`src/rtl/sal_axi_cmd_arb.sv`:
```
// sal_axi_cmd_arb: merges the AXI AW and AR request channels into one command
// stream for the DRAM scheduler, through a single-entry output register.
//
// Ports
//   clk, rst_n            : single rising-edge clock, synchronous active-low reset
//   aw_*                  : write-address request (valid/ready + id/addr/len/size/burst)
//   ar_*                  : read-address request, same shape as aw_*
//   w_done_i              : one-cycle pulse per completed W burst
//   cmd_*                 : merged command (valid/ready, write flag + payload)
//   wpend_o               : writes granted whose W burst has not completed yet
//   starve_o              : consecutive read grants while a write has been waiting
//
// Reads win by default. A write wins when it is the only eligible request, or
// when reads have already been granted STARVE_MAX times in a row over it. No
// more than WPEND_MAX writes may be outstanding. aw_ready_o/ar_ready_o are
// combinational so a request is taken in the same cycle it is presented.
module sal_axi_cmd_arb #(
    parameter int unsigned ADDR_WIDTH = 32,
    parameter int unsigned ID_WIDTH   = 4,
    parameter int unsigned ADDR_LEN   = 4,
    parameter int unsigned STARVE_MAX = 8,
    parameter int unsigned WPEND_MAX  = 4
) (
    input  logic                             clk,
    input  logic                             rst_n,

    input  logic                             aw_valid_i,
    output logic                             aw_ready_o,
    input  logic [ID_WIDTH-1:0]              aw_id_i,
    input  logic [ADDR_WIDTH-1:0]            aw_addr_i,
    input  logic [ADDR_LEN-1:0]              aw_len_i,
    input  logic [2:0]                       aw_size_i,
    input  logic [1:0]                       aw_burst_i,

    input  logic                             ar_valid_i,
    output logic                             ar_ready_o,
    input  logic [ID_WIDTH-1:0]              ar_id_i,
    input  logic [ADDR_WIDTH-1:0]            ar_addr_i,
    input  logic [ADDR_LEN-1:0]              ar_len_i,
    input  logic [2:0]                       ar_size_i,
    input  logic [1:0]                       ar_burst_i,

    input  logic                             w_done_i,

    output logic                             cmd_valid_o,
    input  logic                             cmd_ready_i,
    output logic                             cmd_write_o,
    output logic [ID_WIDTH-1:0]              cmd_id_o,
    output logic [ADDR_WIDTH-1:0]            cmd_addr_o,
    output logic [ADDR_LEN-1:0]              cmd_len_o,
    output logic [2:0]                       cmd_size_o,
    output logic [1:0]                       cmd_burst_o,

    output logic [$clog2(WPEND_MAX+1)-1:0]   wpend_o,
    output logic [$clog2(STARVE_MAX+1)-1:0]  starve_o
);

    localparam int unsigned WPEND_W  = $clog2(WPEND_MAX + 1);
    localparam int unsigned STARVE_W = $clog2(STARVE_MAX + 1);

    typedef struct packed {
        logic                  write;
        logic [ID_WIDTH-1:0]   id;
        logic [ADDR_WIDTH-1:0] addr;
        logic [ADDR_LEN-1:0]   len;
        logic [2:0]            size;
        logic [1:0]            burst;
    } cmd_t;

    typedef enum logic {
        ST_EMPTY = 1'b0,
        ST_FULL  = 1'b1
    } state_e;

    state_e               r_state;
    cmd_t                 r_cmd;
    logic [WPEND_W-1:0]   r_wpend;
    logic [STARVE_W-1:0]  r_starve;

    logic                 w_can_accept;
    logic                 w_wpend_full;
    logic                 w_starved;
    logic                 w_wr_elig;
    logic                 w_grant_wr;
    logic                 w_grant_rd;
    logic                 w_accept;
    cmd_t                 w_next_cmd;

    // Register takes a new command when empty or when it drains this cycle.
    assign w_can_accept = (r_state == ST_EMPTY) || cmd_ready_i;

    // A completing W burst in the same cycle frees the slot a new AW needs.
    assign w_wpend_full = (r_wpend == WPEND_W'(WPEND_MAX));
    assign w_wr_elig    = aw_valid_i && (!w_wpend_full || w_done_i);
    assign w_starved    = (r_starve == STARVE_W'(STARVE_MAX));

    // Grants are masked by rst_n so neither ready is raised during reset.
    assign w_grant_wr = rst_n && w_can_accept && w_wr_elig && (!ar_valid_i || w_starved);
    assign w_grant_rd = rst_n && w_can_accept && ar_valid_i && !w_grant_wr;
    assign w_accept   = w_grant_wr || w_grant_rd;

    assign aw_ready_o = w_grant_wr;
    assign ar_ready_o = w_grant_rd;

    // Payload of the winning channel.
    always_comb begin
        w_next_cmd = '0;
        if (w_grant_wr) begin
            w_next_cmd.write = 1'b1;
            w_next_cmd.id    = aw_id_i;
            w_next_cmd.addr  = aw_addr_i;
            w_next_cmd.len   = aw_len_i;
            w_next_cmd.size  = aw_size_i;
            w_next_cmd.burst = aw_burst_i;
        end else begin
            w_next_cmd.write = 1'b0;
            w_next_cmd.id    = ar_id_i;
            w_next_cmd.addr  = ar_addr_i;
            w_next_cmd.len   = ar_len_i;
            w_next_cmd.size  = ar_size_i;
            w_next_cmd.burst = ar_burst_i;
        end
    end

    // Output register FSM plus outstanding-write and starvation counters.
    always_ff @(posedge clk) begin
        if (!rst_n) begin
            r_state  <= ST_EMPTY;
            r_cmd    <= '0;
            r_wpend  <= '0;
            r_starve <= '0;
        end else begin
            if (r_state == ST_EMPTY) begin
                if (w_accept) begin
                    r_state <= ST_FULL;
                end
            end else begin
                if (cmd_ready_i && !w_accept) begin
                    r_state <= ST_EMPTY;
                end
            end

            // Payload only moves on accept, so a stalled command holds.
            if (w_accept) begin
                r_cmd <= w_next_cmd;
            end

            // Grant and completion in the same cycle cancel; a completion
            // with nothing outstanding is ignored rather than wrapping.
            if (w_grant_wr && !w_done_i) begin
                r_wpend <= r_wpend + WPEND_W'(1);
            end else if (!w_grant_wr && w_done_i && (r_wpend != '0)) begin
                r_wpend <= r_wpend - WPEND_W'(1);
            end

            if (w_grant_wr || !aw_valid_i) begin
                r_starve <= '0;
            end else if (w_grant_rd && !w_starved) begin
                r_starve <= r_starve + STARVE_W'(1);
            end
        end
    end

    assign cmd_valid_o = (r_state == ST_FULL);
    assign cmd_write_o = r_cmd.write;
    assign cmd_id_o    = r_cmd.id;
    assign cmd_addr_o  = r_cmd.addr;
    assign cmd_len_o   = r_cmd.len;
    assign cmd_size_o  = r_cmd.size;
    assign cmd_burst_o = r_cmd.burst;
    assign wpend_o     = r_wpend;
    assign starve_o    = r_starve;

    // Protocol check: a W completion must have a granted write behind it.
    a_no_spurious_wdone : assert property (@(posedge clk) disable iff (!rst_n)
        !(w_done_i && (r_wpend == '0) && !w_grant_wr))
        else $warning("sal_axi_cmd_arb: w_done_i with no outstanding write burst");

endmodule

```
`config.mk`:
```
export PLATFORM = sky130hd
export DESIGN_NAME = sal_axi_cmd_arb
export DESIGN_NICKNAME = d
export VERILOG_FILES = /design/src/rtl/sal_axi_cmd_arb.sv
export SDC_FILE = /design/constraint.sdc
export NUM_CORES = 1
export LEC_CHECK = 0
export CORE_MARGIN = 3
export CORE_UTILIZATION = 42
export CTS_CLUSTER_DIAMETER = 40
export CTS_CLUSTER_SIZE = 20
export DETAILED_ROUTE_END_ITERATION = 10
export PLACE_DENSITY = 0.86
export SLEW_MARGIN = 40
export SYNTH_ARGS = -nofsm -noshare
export SYNTH_HDL_FRONTEND = slang
export SYNTH_SLANG_ARGS = --single-unit
```
`constraint.sdc`:
```
create_clock -name clk -period 5.2 [get_ports clk]
set_input_delay 0.78 -clock clk [delete_from_list [all_inputs] [get_ports clk]]
set_output_delay 0.78 -clock clk [all_outputs]
set_load 0.02 [all_outputs]
```
[Word-level counts from Yosys, hierarchy flattened]
Index checks and enable logic that the tools add are counted.
Cells by class
  add/subtract/negate cells: 3
  eq/ne operators: 2
  multiplexer cells: 6
  bitwise gates (word level): 2
  reduce and logical (&&, ||, !) cells: 26
Operator list (number)
  46-bit 2-to-1 mux: 1
  1-bit logical AND: 11
  1-bit logical NOT: 7
  3-bit 2-to-1 mux: 2
  1-bit logical OR: 5
  4-bit by 1-bit adder with 4-bit output, second input constant: 1
  4-bit == test, second input constant: 1
  3-bit by 1-bit adder with 3-bit output, second input constant: 1
  3-bit == test, second input constant: 1
  1-bit 2-to-1 mux: 3
  3-bit nonzero test: 1
  3-bit by 1-bit subtractor with 3-bit output, second input constant: 1
  1-bit inverter: 2
  2-bit nonzero test: 1
  2-bit OR reduction: 1
Storage, ports and cells
  register bits: 54
  input port bits: 96
  output and inout bits: 56
  word-level logic and storage cells: 48

[Logic depth before layout (Yosys ltp)]
Gate-level depths: netlist of the first run.
  depth after elaboration: 13
  gate-level depth with buffers: 12

[Worst setup path before layout of the first run]
OpenSTA, ideal clock, no wires.
  path kind: input-to-reg
  from: input port cmd_ready_i
  to: register r_wpend[2], in the netlist wpend_o[2]
  setup time: 0.115 ns
  arrival time: 2.873 ns
  setup slack: 2.212 ns
  stages on the path: 9
  cells stage by stage: nor2b_1 -> a2111o_1 -> buf_4 -> buf_6 -> or2_1 -> fa_1 -> nand2b_1 -> mux4_2 -> and2_1
Between the ends
  longest elaborated chain between the ends: 8
  elaborated cells on any way between the ends: 10
  those cells by class: 1 x mux; 9 x reduce/logical
RTL lines
  start, declared: RTL line 46  | input logic cmd_ready_i,
  1-bit logical OR *: RTL line 90  | assign w_can_accept = (r_state == ST_EMPTY) || cmd_ready_i;
  1-bit logical AND * (3 in series): RTL line 98  | assign w_grant_wr = rst_n && w_can_accept && w_wr_elig && (!ar_valid_i || w_starved);
  1-bit logical NOT: RTL line 152  | end else if (!w_grant_wr && w_done_i && (r_wpend != '0)) begin
  1-bit logical AND (2 in series): RTL line 152
  2-bit nonzero test (no line)
  end signal, assigned: RTL line 151  | r_wpend <= r_wpend + WPEND_W'(1);
  end signal, assigned: RTL line 153  | r_wpend <= r_wpend - WPEND_W'(1);
  end, declared: RTL line 77  | logic [WPEND_W-1:0] r_wpend;
Mark *: on every way between the ends. The rest lies on a longest branch, timed or not.
A chain may end at the register's enable or synchronous reset.

[Worst setup path after layout of the first run]
  from: input port rst_n
  to: output port aw_ready_o
Between the ends
  longest elaborated chain between the ends: 3
RTL lines
  start, declared: RTL line 25  | input logic rst_n,
  1-bit logical AND (3 in series): RTL line 98
  end, declared: RTL line 28  | output logic aw_ready_o,
No other way between the ends.

==> flow_summary.json, run 1 <==
{
  "fin_ws_ps": 1220,
  "cell_count_after_placement": 469,
  "overflow": 0,
  "min_to": "cmd_write_o$_SDFFE_PN0P_",
  "insertedDiodeCount": 0,
  "post_dp_cell_area_mm2": 0.00426,
  "totalNegativeSetupSlack_ps": 0,
  "dp_hpwl_mm": 5.48,
  "power_per_cell_area_mw_per_mm2": 248,
  "worst_slew_pin_tran_ps": 810,
  "hold_buffers": 0,
  "cts_tree": "done",
  "post_synth_main_area_contributors": "dfxtp_1 (40%), a211oi_2 (21%), mux2i_1 (18%), nor2_1 (6.9%), buf_4 (1.6%)",
  "yosys.area.top_type_share": 0.395,
  "r2r.worst_path.cells": 9,
  "critPathMostFrequentCell": "clkdlybuf4s50_1",
  "cap_violations": 0,
  "drive_above_1_share": 0.152,
  "critical_path_required_ps": 4420,
  "worst_path_dominant_cell_family": "buffers and inverters",
  "achievable-frequency_ghz": 0.251,
  "cts.root.buffer_cell": "clkbuf_8",
  "clkLatencyLatePin_ps": 300,
  "crit_path_top_delay_cell": "a2111o_2",
  "grtUsageTotal": 0.198,
  "htree_levels": 2,
  "synthFlopType": "dfxtp_1",
  "yosys_warning_total": 0,
  "postLayoutCoreUtil": 0.714,
  "design_power_total_mw": 1.08,
  "critical_path_fanout_max": 36,
  "setup.worst_path.class": "in -> out",
  "synth_enable_flop_cells": 0,
  "netlist.top_cell.by_area": "dfxtp_1",
  "min_delay_path_depth": 2,
  "globalplace.congestion": 0.782,
  "i_o_pin_cnt": 152,
  "synthesis.nets": 359,
  "clock_sink_count": 54,
  "fin_crit_sh": 0.766,
  "post_synth_and_or_nand_nor_area_fraction": 0.118,
  "drt_drc_violations_left": 0,
  "floorplan.die_area_mm2": 0.00752,
  "asyncSetResetFlopFracSynth": 0,
  "cp.buffers_inverters": 3,
  "wl_per_cell_um": 15.7,
  "number_of_global_route_vias_before_repair": 2555,
  "cts-buffers-inserted": 5,
  "wl_mm": 7.49,
  "ys_seq_elements": 54,
  "timing.hold.worst.class": "reg -> reg",
  "static-leakage-power_nw": 1.79,
  "worst_r2r_endpoint": "wpend_o[2]$_SDFFE_PN0P_",
  "critPathCaptureType": "output pin",
  "antenna_found_initial": 0,
  "synthesized_area_fraction_occupied_by_ao_oa_aoi_and_oai_cells": 0.234,
  "setup_viol_count_final": 0,
  "yosys.area_share.xor_xnor": 0.00320,
  "synthMostInstantiatedCell": "dfxtp_1",
  "pre_cts_slack_ps": 1200,
  "post_synth_top_cells": "dfxtp_1 (54), nor2_1 (50), mux2i_1 (48), a211oi_2 (45), clkbuf_1 (7)",
  "largest_family_of_logic_cells_by_synthesized_area": "compound AO/OA/AOI/OAI gates",
  "post-cts-setup-buffers": 0,
  "postSynthAreaPerCell_um2": 10.5,
  "worst_clock_skew_ps": 3.57,
  "grt_pass1_wl_mm": 11.9,
  "fin_worst_hold_slack_ps": 503,
  "yosysSeqAreaShare": 0.395,
  "regToRegStartpoint": "starve_o[0]$_SDFFE_PP0P_",
  "drt_iter0_markers": 53,
  "layout-area-overhead-vs-synth_pct": 59.2,
  "max_transition_margin": 0.460,
  "cts_buffer_depth": 2,
  "unrepaired_setup_endpoints_after_global_routing": "no",
  "die_width_um": 86.7,
  "ant_nets": 0,
  "cp_data_arrival_time_ps": 3200,
  "grt_start_max_net_pins": 61,
  "drt_pass1_iterations": 4,
  "yosysUniqueCellTypes": 31,
  "initial_core_util": 0.449,
  "row_count": 28,
  "core_mm2": 0.00610,
  "final_period_minus_worst_setup_slack_ps": 3980,
  "critical-path-max-stage-delay_ps": 750,
  "n_fill_cell": 508,
  "finish.cell_count_without_fillers": 477,
  "vdd_ir_drop_max_uv": 143,
  "io_buffer_count": 151,
  "status": "completed",
  "synthCells": 260,
  "synthMuxAreaShare": 0.184,
  "hold_path_startpoint": "cmd_write_o$_SDFFE_PN0P_",
  "design.final.nets": 500,
  "routed-via-count": 2427,
  "finalMaxSlewViolations": 0,
  "die_h_um": 86.7,
  "final-hold-violation-count": 0,
  "detail_route.vias_per_cell": 5.09,
  "post_cts_resized": 0,
  "cp_cell_sequence": "clkdlybuf4s50_1, nand2_1, a2111o_2, inv_1, clkdlybuf4s50_1",
  "layout.cell_area.non_filler_mm2": 0.00436,
  "synthAdderAreaFrac": 0.0165,
  "timing.reg2reg.setup_slack_ps": 2080,
  "clkSlewWorstSetupHoldPaths_ps": 90,
  "mappedNetlistArea_mm2": 0.00274,
  "critPathLaunchType": "input pin"
}
metal layers:
layer  up-vias  GRT usage  routed length, µm
met5         -          0                  0
met4         0     0.0425                 62
met3         6     0.0760                739
met2        92      0.362               3780
met1      1120      0.214               2910
li1       1209          -                  -
registers in the layout, indices dropped and copies added, names as in the netlist:
signal,count
cmd_burst_o,2
cmd_write_o,1
cmd_len_o,4
cmd_valid_o,1
cmd_addr_o,32
wpend_o,3
starve_o,4
cmd_id_o,4
cmd_size_o,3
worst max-delay path by stage:
stage	startpoint	endpoint	slack [ps]	cells after the start
2_1_floorplan	cmd_ready_i	wpend_o[2]$_SDFFE_PN0P_	2210	9
3_3_place_gp	rst_n	aw_ready_o	1250	5
3_5_place_dp	rst_n	wpend_o[2]$_SDFFE_PN0P_	1200	8
4_1_cts	rst_n	aw_ready_o	1220	5
5_1_grt	rst_n	aw_ready_o	1090	5
6_report	rst_n	aw_ready_o	1220	5
final cells by class:
| class | instances | area [µm²] | area share |
|---|---|---|---|
| clock buffer | 7 | 86.3 | 0.0198 |
| clock inverter | 1 | 5.00 | 0.00115 |
| inverter | 6 | 22.5 | 0.00517 |
| multi-input combinational | 180 | 1530 | 0.352 |
| sequential | 54 | 1080 | 0.248 |
| tap | 75 | 93.8 | 0.0215 |
| timing repair buffer | 154 | 1530 | 0.352 |
layout by cell type, fill, tap and decap left out, types with 3 or more instances in the layout:
cell type	n
nand2_1	4
inv_1	5
a211oi_2	45
clkdlybuf4s50_1	151
clkbuf_8	6
dfxtp_1	54
o21ai_0	4
a21oi_1	3
nor2_1	50
mux2i_1	48
nand2b_1	3
buf_4	3
cells by family after synthesis:
kind of cell,after synthesis
and+or+nand+nor,70
AOI/OAI and AO/OA,57
buffers and inverters,26
muxes,49
xor gates and xnor gates,1
adders and majority gates,3
DFF,54
report_power, final:
| part | switching (mW) | leakage (nW) | internal (mW) | total, mW |
|---|---|---|---|---|
| combinational | 0.154 | 1.29 | 0.199 | 0.353 |
| sequential | 0.0321 | 0.444 | 0.451 | 0.483 |
| clock | 0.135 | 0.0482 | 0.108 | 0.243 |
| total | 0.321 | 1.79 | 0.758 | 1.08 |
worst reg2reg max path, delay by kind of cell, from the launching register on:
family,cells,cell delay [ps]
AO/OA/AOI/OAI,1,800
AND/OR/NAND/NOR,4,750
adder cells (fa/ha/maj),2,560
multiplexers,1,450
flip-flops,1,350
buffers and inverters,1,110
Note: power is estimated with default switching activity, not from simulation.
==> inputs of run 2 (changes only) <==
--- a/config.mk
+++ b/config.mk
@@ -6,11 +6,11 @@
 export NUM_CORES = 1
 export LEC_CHECK = 0
 export CORE_MARGIN = 3
-export CORE_UTILIZATION = 42
+export CORE_UTILIZATION = 39
 export CTS_CLUSTER_DIAMETER = 40
 export CTS_CLUSTER_SIZE = 20
 export DETAILED_ROUTE_END_ITERATION = 10
-export PLACE_DENSITY = 0.86
+export PLACE_DENSITY = 0.81
 export SLEW_MARGIN = 40
 export SYNTH_ARGS = -nofsm -noshare
 export SYNTH_HDL_FRONTEND = slang
==> constraint.sdc (replaced) <==
create_clock -name clk -period 4.06 [get_ports clk]
set_input_delay 0.609 -clock clk [delete_from_list [all_inputs] [get_ports clk]]
set_output_delay 0.609 -clock clk [all_outputs]
set_load 0.02 [all_outputs]
==> flow_summary.json, run 2 (synthesis gave the netlist of run 1 again) <==
{
  "drt_drc_violations_left": 0,
  "max_transition_margin": 0.457,
  "cts_tree": "done",
  "number_of_global_route_vias_before_repair": 2349,
  "timing.reg2reg.setup_slack_ps": 1300,
  "hold_buffers": 0,
  "initial_core_util": 0.416,
  "cts-buffers-inserted": 5,
  "setup_viol_count_final": 0,
  "n_fill_cell": 568,
  "totalNegativeSetupSlack_ps": 0,
  "final_period_minus_worst_setup_slack_ps": 3110,
  "layout_commonest_cell": "clkdlybuf4s50_1",
  "drt_pass1_iterations": 4,
  "grt_pass1_wl_mm": 11.7,
  "achievable-frequency_ghz": 0.322,
  "fin_worst_hold_slack_ps": 506,
  "design.final.nets": 502,
  "globalplace.congestion": 0.740,
  "floorplan.die_area_mm2": 0.00805,
  "largest_register_ffs": 32,
  "worst_r2r_endpoint": "wpend_o[2]$_SDFFE_PN0P_",
  "power.net_switching_uw": 409,
  "wl_per_cell_um": 14.7,
  "clock_sink_count": 54,
  "crit_end": "aw_ready_o",
  "cts_buffer_depth": 2,
  "worst_clock_skew_ps": 7.41,
  "p_clk_frac": 0.223,
  "timing.hold.worst.class": "reg -> reg",
  "i_o_pin_cnt": 152,
  "overflow": 0,
  "regArea_mm2": 0.00108,
  "grtUsageTotal": 0.175,
  "clkSlewWorstSetupHoldPaths_ps": 90,
  "startpoint": "rst_n",
  "internal_power_summed_over_all_cells_uw": 972,
  "core_mm2": 0.00657,
  "critical_path_required_ps": 3450,
  "r2r.worst_path.cells": 9,
  "routed-via-count": 2430,
  "fin_ws_ps": 953,
  "final_cell_mix": "clkdlybuf4s50_1 (151), dfxtp_1 (54), nor2_1 (50)",
  "layout-area-overhead-vs-synth_pct": 60.6,
  "seq_power_share": 0.447,
  "detail_route.vias_per_cell": 4.89,
  "combinational_fraction_of_design_power": 0.330,
  "cap_violations": 0,
  "setup.worst_path.class": "in -> out",
  "grt_start_max_net_pins": 51,
  "multiInputGateArea_mm2": 0.00153,
  "post_cts_resized": 0,
  "cts.root.buffer_cell": "clkbuf_8",
  "design_power_total_mw": 1.38,
  "die_h_um": 89.7,
  "postLayoutCoreUtil": 0.669,
  "antenna_found_initial": 0,
  "fin_crit_sh": 0.765,
  "drt_iter0_markers": 112,
  "post-cts-setup-buffers": 0,
  "clkLatencyLatePin_ps": 300,
  "ant_nets": 0,
  "hold_path_startpoint": "cmd_write_o$_SDFFE_PN0P_",
  "unrepaired_setup_endpoints_after_global_routing": "no",
  "critical_path_fanout_max": 11,
  "regToRegStartpoint": "starve_o[0]$_SDFFE_PP0P_",
  "cp_data_arrival_time_ps": 2500,
  "critPathCaptureType": "output pin",
  "status": "completed",
  "final-hold-violation-count": 0,
  "power_per_cell_area_mw_per_mm2": 314,
  "wl_mm": 7.29,
  "p_sw_frac": 0.296,
  "static-leakage-power_nw": 1.80,
  "vdd_ir_drop_max_uv": 202,
  "drive_above_1_share": 0.156,
  "pre_cts_slack_ps": 724,
  "htree_levels": 2,
  "insertedDiodeCount": 0,
  "critPathLaunchType": "input pin",
  "row_count": 29,
  "finalMaxSlewViolations": 0,
  "dp_hpwl_mm": 5.37,
  "worst_slew_pin_tran_ps": 814,
  "io_buffer_count": 151,
  "die_width_um": 89.7
}
## run 2: how the worst min path moves through the flow
stage / cells after the start / slack [ps] / end
after floorplan: 2 / 550 / cmd_write_o$_SDFFE_PN0P_
after global placement: 2 / 500 / cmd_write_o$_SDFFE_PN0P_
after detailed placement: 2 / 490 / cmd_write_o$_SDFFE_PN0P_
after CTS: 2 / 510 / cmd_write_o$_SDFFE_PN0P_
after global routing: 2 / 540 / cmd_write_o$_SDFFE_PN0P_
final: 2 / 510 / cmd_write_o$_SDFFE_PN0P_
## run 2: through the flow
step                      instances  cell area (µm²)
after floorplan                 260             2740
after global placement          489             4300
after detailed placement        489             4300
after CTS                       497             4390
after global routing            497             4390
final                           497             4390
## run 2: cell type report
type / count / share of cell area
clock buffers: 7 / 0.0197
clock inverters: 1 / 0.00114
inverters: 6 / 0.00513
multi-input cells: 180 / 0.349
flip-flops and latches: 54 / 0.246
well taps: 93 / 0.0265
repair buffers: 156 / 0.353
## run 2: power groups by stage
stage,clock network (mW),registers (mW),logic (mW)
floorplan,0,0.683,0.182
global placement,0,0.627,0.447
detailed placement,0,0.630,0.458
CTS,0.321,0.617,0.460
global route,0.345,0.626,0.485
finish,0.308,0.617,0.456
## run 2: worst max-delay path, stage by stage
cell and delay (ps):
clkdlybuf4s50_1 450, buf_4 180, nand2_1 110, a2111o_2 450
inv_1 90, clkdlybuf4s50_1 600
## run 2: metal layers
layer	global-route usage	wire, µm	vias to the layer above
met5	0	0	-
met4	0.0383	59	0
met3	0.0693	688	7
met2	0.293	3460	97
met1	0.212	3080	1111
li1	-	-	1215
==> inputs of run 3 (changes only) <==
==> constraint.sdc (replaced) <==
create_clock -name clk -period 3.3 [get_ports clk]
set_input_delay 0.495 -clock clk [delete_from_list [all_inputs] [get_ports clk]]
set_output_delay 0.495 -clock clk [all_outputs]
set_load 0.02 [all_outputs]
==> flow_summary.json, run 3 (synthesis gave the netlist of run 1 again) <==
{
  "internal_power_summed_over_all_cells_mw": 1.20,
  "power.net_switching_uw": 503,
  "htree_levels": 2,
  "drt_iter0_markers": 82,
  "power_per_cell_area_mw_per_mm2": 386,
  "grtUsageTotal": 0.180,
  "p_sw_frac": 0.296,
  "fin_crit_sh": 0.842,
  "totalNegativeSetupSlack_ps": 0,
  "drt_drc_violations_left": 0,
  "clock_sink_count": 54,
  "cts_tree": "done",
  "p_clk_frac": 0.224,
  "row_count": 29,
  "vdd_ir_drop_max_uv": 219,
  "grt_pass1_wl_mm": 12.1,
  "cap_violations": 0,
  "combinational_fraction_of_design_power": 0.330,
  "critical_path_fanout_max": 4,
  "r2r.worst_path.cells": 9,
  "grt_start_max_net_pins": 54,
  "cts_buffer_depth": 2,
  "max_transition_margin": 0.574,
  "detail_route.vias_per_cell": 4.95,
  "static-leakage-power_nw": 1.80,
  "status": "completed",
  "fin_worst_hold_slack_ps": 507,
  "design.final.nets": 503,
  "worst_r2r_endpoint": "wpend_o[2]$_SDFFE_PN0P_",
  "critical_path_required_ps": 2800,
  "setup.worst_path.class": "reg -> out",
  "finalMaxSlewViolations": 0,
  "unrepaired_setup_endpoints_after_global_routing": "no",
  "antenna_found_initial": 0,
  "cp_data_arrival_time_ps": 2280,
  "clkLatencyLatePin_ps": 300,
  "overflow": 0,
  "routed-via-count": 2467,
  "worst_slew_pin_tran_ps": 639,
  "wl_mm": 7.42,
  "clkSlewWorstSetupHoldPaths_ps": 90,
  "seq_power_share": 0.446,
  "cts-buffers-inserted": 5,
  "hold_buffers": 0,
  "setup_viol_count_final": 0,
  "drive_above_1_share": 0.158,
  "achievable-frequency_ghz": 0.360,
  "insertedDiodeCount": 0,
  "critPathLaunchType": "flip-flop",
  "layout-area-overhead-vs-synth_pct": 61.3,
  "die_h_um": 89.7,
  "min_to": "cmd_write_o$_SDFFE_PN0P_",
  "core_mm2": 0.00657,
  "largest_register_ffs": 32,
  "i_o_pin_cnt": 152,
  "worst_clock_skew_ps": 5.62,
  "initial_core_util": 0.416,
  "die_width_um": 89.7,
  "final-hold-violation-count": 0,
  "ant_nets": 0,
  "cts.root.buffer_cell": "clkbuf_8",
  "drt_pass1_iterations": 4,
  "dp_hpwl_mm": 5.45,
  "post-cts-setup-buffers": 0,
  "timing.reg2reg.setup_slack_ps": 580,
  "regToRegStartpoint": "starve_o[0]$_SDFFE_PP0P_",
  "layout_commonest_cell": "clkdlybuf4s50_1",
  "floorplan.die_area_mm2": 0.00805,
  "final_period_minus_worst_setup_slack_ps": 2780,
  "wl_per_cell_um": 14.9,
  "critPathCaptureType": "output pin",
  "number_of_global_route_vias_before_repair": 2479,
  "timing.hold.worst.class": "reg -> reg",
  "post_cts_resized": 0,
  "globalplace.congestion": 0.775,
  "hold_path_startpoint": "cmd_write_o$_SDFFE_PN0P_",
  "min_delay_path_depth": 2,
  "final_cell_mix": "clkdlybuf4s50_1 (151), dfxtp_1 (54), nor2_1 (50)",
  "io_buffer_count": 151
}
## run 3: worst max-delay path, cell delays in order, from the launching register on
cell and delay (ps):
dfxtp_1 350, inv_1 100, ha_1 200, nand3b_4 100, a2111o_2 500, inv_1 120, clkdlybuf4s50_1 620
## run 3: metrics by stage
step | area, µm² | power, mW | util | worst slack, ps | std cells
6_report | 4410 | 1.70 | 0.672 | 523 | 498
3_5_place_dp | 4320 | 1.34 | 0.658 | 278 | 490
3_3_place_gp | 4320 | 1.33 | 0.658 | 325 | 490
4_1_cts | 4410 | 1.72 | 0.672 | 514 | 498
5_1_grt | 4410 | 1.79 | 0.672 | 388 | 498
2_1_floorplan | 2740 | 1.06 | - | 336 | 260
## run 3: how the worst max path moves through the flow
stage,start,end,cells past startpoint
3_3_place_gp,w_done_i,wpend_o[2]$_SDFFE_PN0P_,8
6_report,starve_o[0]$_SDFFE_PP0P_,aw_ready_o,6
4_1_cts,starve_o[0]$_SDFFE_PP0P_,aw_ready_o,6
2_1_floorplan,starve_o[0]$_SDFFE_PP0P_,wpend_o[2]$_SDFFE_PN0P_,11
5_1_grt,w_done_i,cmd_addr_o[14]$_SDFFE_PN0P_,7
3_5_place_dp,w_done_i,cmd_addr_o[20]$_SDFFE_PN0P_,7
## run 3: layer usage
layer	up-vias	wire length [µm]	global-route usage	share of wire
met5	-	0	0	0
met4	0	28	0.0307	0.0038
met3	4	574	0.0601	0.077
met2	94	3690	0.318	0.50
met1	1150	3130	0.216	0.42
li1	1219	-	-	-
## run 3: power by group through the flow
stage	sequential (mW)	clock, mW	combinational, mW
after floorplan	0.840	0	0.224
after global placement	0.771	0	0.555
after detailed placement	0.775	0	0.561
after CTS	0.760	0.396	0.566
after global routing	0.770	0.421	0.601
final	0.759	0.381	0.562
## run 3: area by class of cell
class / count / area [µm²]
flip-flops and latches: 54 / 1080
well taps: 93 / 116
repair buffers: 157 / 1570
clock inverters: 1 / 5.00
fillers: 540 / 2150
clock buffers: 7 / 86.3
multi-input cells: 180 / 1530
inverters: 6 / 22.5
